<file path="src/rtl/tcp_tx_rt_timer.sv">
// tcp_tx_rt_timer: per-flow TCP retransmission timer.
//   Arm port (arm_*): the send engine reports the new end of outstanding data on a flow.
//   ACK port (ack_*): the cumulative ACK clears or restarts the flow's timer.
//   Request port (rt_req_*): a round-robin scanner raises one expired flow at a time.
// The per-flow state has a single write port. The arm path yields to an ACK in the
// same cycle. The flow being emitted is locked against arm and ACK until its request
// is accepted.
module tcp_tx_rt_timer #(
    parameter int unsigned MAX_FLOWS         = 8,
    parameter int unsigned FLOWID_W          = $clog2(MAX_FLOWS),
    parameter int unsigned TIMESTAMP_W       = 64,
    parameter int unsigned SEQ_NUM_W         = 32,
    parameter int unsigned RT_TIMEOUT_CYCLES = 250000000
) (
    input  logic                 clk,
    input  logic                 rst_n,

    input  logic                 arm_val,
    input  logic [FLOWID_W-1:0]  arm_flowid,
    input  logic [SEQ_NUM_W-1:0] arm_end_seq,
    output logic                 arm_rdy,

    input  logic                 ack_val,
    input  logic [FLOWID_W-1:0]  ack_flowid,
    input  logic [SEQ_NUM_W-1:0] ack_num,
    output logic                 ack_rdy,

    output logic                 rt_req_val,
    output logic [FLOWID_W-1:0]  rt_req_flowid,
    output logic [SEQ_NUM_W-1:0] rt_req_seq,
    input  logic                 rt_req_rdy
);

    typedef enum logic {
        SCAN = 1'b0,
        EMIT = 1'b1
    } scan_state_t;

    logic [MAX_FLOWS-1:0]   armed;
    logic [TIMESTAMP_W-1:0] timestamp [MAX_FLOWS];
    logic [SEQ_NUM_W-1:0]   end_seq   [MAX_FLOWS];
    logic [SEQ_NUM_W-1:0]   last_ack  [MAX_FLOWS];
    logic [TIMESTAMP_W-1:0] now;
    logic [FLOWID_W-1:0]    ptr;
    scan_state_t            state;

    logic                   emitting;
    logic                   arm_hs;
    logic                   ack_hs;
    logic                   emit_hs;
    logic                   ack_ge_end;
    logic                   ack_ge_last;
    logic                   expired;
    logic [FLOWID_W-1:0]    next_ptr;

    // Wrap-safe sequence compare: a is at or after b within half the number space.
    function automatic logic seq_ge(input logic [SEQ_NUM_W-1:0] a,
                                    input logic [SEQ_NUM_W-1:0] b);
        logic [SEQ_NUM_W-1:0] diff;
        diff = a - b;
        return ~diff[SEQ_NUM_W-1];
    endfunction

    // Handshake readiness: ACK owns the write port; the emitting flow is locked.
    assign emitting = (state == EMIT);
    assign ack_rdy  = rst_n & ~(emitting & (ack_flowid == rt_req_flowid));
    assign arm_rdy  = rst_n & ~ack_val & ~(emitting & (arm_flowid == rt_req_flowid));
    assign ack_hs   = ack_val & ack_rdy;
    assign arm_hs   = arm_val & arm_rdy;
    assign emit_hs  = emitting & rt_req_rdy;

    assign ack_ge_end  = seq_ge(ack_num, end_seq[ack_flowid]);
    assign ack_ge_last = seq_ge(ack_num, last_ack[ack_flowid]);

    // Elapsed time is unsigned modulo the counter width, so counter wrap is harmless.
    assign expired  = armed[ptr] &&
                      ((now - timestamp[ptr]) >= TIMESTAMP_W'(RT_TIMEOUT_CYCLES));
    assign next_ptr = (ptr == FLOWID_W'(MAX_FLOWS - 1)) ? '0 : ptr + FLOWID_W'(1);

    // Per-flow timer state and the free-running cycle counter.
    always_ff @(posedge clk) begin
        if (!rst_n) begin
            now   <= '0;
            armed <= '0;
            for (int i = 0; i < MAX_FLOWS; i++) begin
                timestamp[i] <= '0;
                end_seq[i]   <= '0;
                last_ack[i]  <= '0;
            end
        end else begin
            now <= now + TIMESTAMP_W'(1);

            if (ack_hs) begin
                if (ack_ge_end) begin
                    armed[ack_flowid] <= 1'b0;
                end else if (armed[ack_flowid] && (ack_num != last_ack[ack_flowid])
                             && ack_ge_last) begin
                    // Forward progress without full coverage restarts the timer.
                    timestamp[ack_flowid] <= now;
                end
                if (ack_ge_last) begin
                    last_ack[ack_flowid] <= ack_num;
                end
            end

            if (arm_hs) begin
                // Re-arming an active flow only extends coverage; the oldest
                // unacknowledged byte still sets the deadline.
                if (!armed[arm_flowid]) begin
                    armed[arm_flowid]     <= 1'b1;
                    timestamp[arm_flowid] <= now;
                end
                end_seq[arm_flowid] <= arm_end_seq;
            end

            // An accepted request restarts the period; the flow stays armed.
            if (emit_hs) begin
                timestamp[rt_req_flowid] <= now;
            end
        end
    end

    // Round-robin expiry scanner with a registered request port.
    always_ff @(posedge clk) begin
        if (!rst_n) begin
            state         <= SCAN;
            ptr           <= '0;
            rt_req_val    <= 1'b0;
            rt_req_flowid <= '0;
            rt_req_seq    <= '0;
        end else begin
            case (state)
                SCAN: begin
                    if (expired) begin
                        rt_req_val    <= 1'b1;
                        rt_req_flowid <= ptr;
                        rt_req_seq    <= last_ack[ptr];
                        state         <= EMIT;
                    end else begin
                        ptr <= next_ptr;
                    end
                end
                EMIT: begin
                    if (rt_req_rdy) begin
                        rt_req_val <= 1'b0;
                        ptr        <= next_ptr;
                        state      <= SCAN;
                    end
                end
                default: begin
                    rt_req_val <= 1'b0;
                    state      <= SCAN;
                end
            endcase
        end
    end

endmodule

</file>
<file path="config.mk">
export PLATFORM = sky130hd
export DESIGN_NAME = tcp_tx_rt_timer
export DESIGN_NICKNAME = d
export VERILOG_FILES = /design/src/rtl/tcp_tx_rt_timer.sv
export SDC_FILE = /design/constraint.sdc
export NUM_CORES = 2
export LEC_CHECK = 0
export ABC_AREA = 1
export ABC_CLOCK_PERIOD_IN_PS = 15170
export BUFFER_PORTS_ARGS = -buffer_cell sky130_fd_sc_hd__buf_4
export CAP_MARGIN = 20
export CORE_ASPECT_RATIO = 0.8
export CORE_UTILIZATION = 55
export DETAILED_ROUTE_END_ITERATION = 10
export PLACE_DENSITY = 0.68
export SLEW_MARGIN = 20
export SYNTH_ARGS = -nofsm -noshare
export SYNTH_HDL_FRONTEND = slang
export SYNTH_SLANG_ARGS = --single-unit
</file>
<file path="constraint.sdc">
create_clock -name clk -period 15.17 [get_ports clk]
set_input_delay 0.7585 -clock clk [delete_from_list [all_inputs] [get_ports clk]]
set_output_delay 0.7585 -clock clk [all_outputs]
set_load 0.02 [all_outputs]
</file>
==> summary.txt <==
Timing
  • Endpoints failing hold: 0
  • Normalized max-slew margin: 17.12%
  • Min Tclk post-route: 7499 ps
  • Sum of negative setup slack: 0 ps
  • Peak Freq: 0.1334 GHz
  • Worst Setup Slack, final: 7671 ps
  • Transition time of the tightest slew-check pin: 1243 ps
  • Fin crit share: 49.43%
  • Max-slew violation total from the final report: 0
  • RSZ-0062 raised after global routing: false
  • Final setup skew: 82.22 ps
  • Count of endpoints failing setup in the final report: 0

Placed design
  • Detail Placement HPWL: 130.3 mm
  • Port Buffer Count: 112
  • Placed cell area: 60,480 um^2
  • RD Place Congestion: 1.002
  • Placement-stage worst setup slack: 7798 ps
  • # placed instances: 7,785

Route
  • DR WL/cell: 26.61 um
  • Routed wire length: 213.0 mm
  • DRC viols: 0
  • Iteration count of the initial detailed-routing pass: 8
  • Detailed router's first-iteration violation count: 7,880
  • Routed via count divided by cell count: 6.413
  • Number of antenna-violating nets in the routed design: 0
  • Via count of the routed design: 51,331

Cells and area
  • Summed area of non-filler cells in the final layout: 64,120 um^2
  • Number of nets in the finished design: 6,699
  • Final cell count without fillers: 8,004
  • Area grow syn2layout: 9.159%
  • Filler instances: 8,975
  • Share of final-layout standard cells stronger than drive strength 1: 6.403%

Logic synthesis
  • Avg Synthesized Cell Area: 8.904 um^2
  • Syn Std Cell Area: 58,740 um^2
  • Synth warn: 0
  • Top cell type by total area after synthesis: edfxtp_1
  • Main synth FF type: edfxtp_1
  • Syn_nets: 6,800
  • Netlist cell types: 52
  • Async S/R FF share, synth: 0%
  • Library cell with the highest instance count after synthesis: nor2_1
  • Number of synthesized register bits: 1,139
  • Post-Synthesis Cells: 6,597
  • Share of Yosys cell area claimed by the top area cell type: 52.35%
  • Sequential fraction of the synthesis area: 56.27%
  • Most frequent cells after synthesis: 1,223 x nor2_1, 1,104 x nand2_1, 1,024 x edfxtp_1, 667 x a21oi_1, 584 x inv_1
  • Number of flops mapped to enable cells by yosys: 1,024
  • Synth area leaders: edfxtp_1 52%, nor2_1 7.8%, nand2_1 7.1%, a21oi_1 5.7%, o21ai_0 4.6%

Clock network
  • CTS Sinks: 1,139
  • Deepest level of the CTS H-tree: 3
  • Number of buffers on the longest clock path: 3
  • Number of gates given a new drive strength after cts: 0
  • Post-CTS clock slew at the launch and capture registers of the worst setup and hold paths: 60 ps
  • Worst-Skew Late Latency: 760 ps
  • CTS Root Buffer Type: clkbuf_16
  • Number of clock buffers inserted by TritonCTS: 111
  • TritonCTS clock tree: yes
  • Total of hold buffers inserted after clock tree synthesis: 0
  • Buffers inserted by post-CTS timing repair: 0

Power and ir drop
  • Power density over the cells: 148.6 nW/um^2
  • Leakage power summed over all cells: 0.02508 uW
  • Maximum vdd ir drop: 0.0001336 V

GRT
  • Largest net degree at the start of global routing: 102
  • Number of antenna violations at the first check in global routing: 3
  • Congestion Overflow GR: 0
  • Total GRT Usage: 38.68%
  • Via count of the first global-routing pass: 47,430
  • First-pass GRT wire length: 310.0 mm

Setup path
  • Crit path kind: reg -> reg
  • Delay of the slowest cell on the worst path: 790 ps
  • Most frequent CP cell: nand2_1
  • Critical path's slowest cell: dfxtp_4
  • Required time at the worst-slack endpoint: 15,860 ps
  • Kind of launch point of the worst setup path: flip-flop
  • Critical-path maximum fanout: 73
  • Category of the worst setup path capture point: flip-flop
  • Critical Path AT: 8190 ps

Die
  • Overall die area: 108,100 um^2
  • Core area: 105,200 um^2
  • Num rows: 106
  • Ports: 113
  • Effective utilization at floorplan: 55.85%
  • Vertical die dimension: 294.3 um
  • Die span in x: 367.4 um

Run status
  • Result of the run: finished, final reports clean

Flow run
  • MaxCap Viol Count: 0

Worst hold path
  • Class of the tightest hold or removal check: in -> reg
[per-layer routing]
layer  routed length [um]  global-route usage (%)  vias to the layer above  share of wire (%)
met3                36110                   15.15                      519                 17
met2                86070                   53.70                     3806                 40
li1                     -                       -                    22520                  -
met5                   19                       0                        -             0.0089
met1                83930                   55.26                    24484                 39
met4                 6867                   12.17                        2                3.2
[kinds of logic after synthesis]
logic type                 after synthesis  share of synthesized area, %
AOI/OAI and AO/OA                     1592                         15.40
DFF                                   1139                         56.27
adders and majority gates              128                         2.739
and+or+nand+nor                       2670                         18.25
buffers and inverters                 1045                         6.999
xor gates and xnor gates                23                        0.3429
[state kept, by name, indices dropped and copies added (netlist names), named ones only]
register,flops
now,64
last_ack,256
timestamp,512
rt_req_val,1
rt_req_seq,32
ptr,3
end_seq,256
emitting,1
rt_req_flowid,3
armed,8
[worst max-delay path, delay by kind of cell, from the launching register on]
family                     cells  cell delay, ps
adders and majority gates      1             340
buffers and inverters          5            2010
AOI/OAI and AO/OA              3            1190
and+or+nand+nor               19            2970
DFF                            1             790
[layout by cell type, fill, tap and decap left out, drive strengths merged, types with 6 or more instances in the layout]
cell type,instances
nor4,14
diode,9
ha,127
buf,193
edfxtp,1024
nor3,58
o22ai,101
a211oi,6
a21oi,667
bufinv,7
a221oi,59
dfxtp,115
a22oi,72
o21bai,7
inv,596
nor2,1227
nand4,106
clkbuf,158
nand3b,19
a22o,36
o21ai,540
nand3,124
clkinv,82
nand2,1108
o221ai,86
xor2,19
[final timing paths]
path         cells past startpoint  slack [ps]              from          endpoint
max reg2reg                     28        7670         flip-flop    rt_req_seq[23]
max                             28        7670         flip-flop    rt_req_seq[23]
min                              4         390     arm_flowid[0]          armed[6]
min reg2reg                      2         490  rt_req_flowid[2]  rt_req_flowid[2]
[where the power goes]
| part | total [uW] | internal, uW | switching, uW | leakage (uW) |
|---|---|---|---|---|
| sequential | 3730 | 3590 | 137 | 0.0115 |
| clock | 2760 | 1520 | 1250 | 0.00173 |
| combinational | 3040 | 771 | 2270 | 0.0118 |
| total | 9530 | 5880 | 3650 | 0.0251 |
[through the flow]
step / hold slack, ps / utilization, % / power (uW)
3_5_place_dp: 477.3 / 57.51 / 6664
2_1_floorplan: 433.2 / - / 5531
3_3_place_gp: 466.0 / 57.47 / 6634
5_1_grt: 399.2 / 60.95 / 9858
4_1_cts: 354.2 / 60.90 / 9370
6_report: 392.8 / 60.97 / 9530
[cell type report]
class / count / area (um^2) / area share, %
Timing Repair Buffer: 193 / 1494 / 2.330
Inverter: 638 / 2402 / 3.746
Sequential cell: 1139 / 33070 / 51.57
Tap cell: 1404 / 1757 / 2.740
Clock inverter: 50 / 530.5 / 0.8273
Multi-Input combinational cell: 4413 / 21810 / 34.02
Antenna cell: 9 / 22.52 / 0.03512
Clock buffer: 158 / 3035 / 4.734
Power figures use the tool's default switching activity.
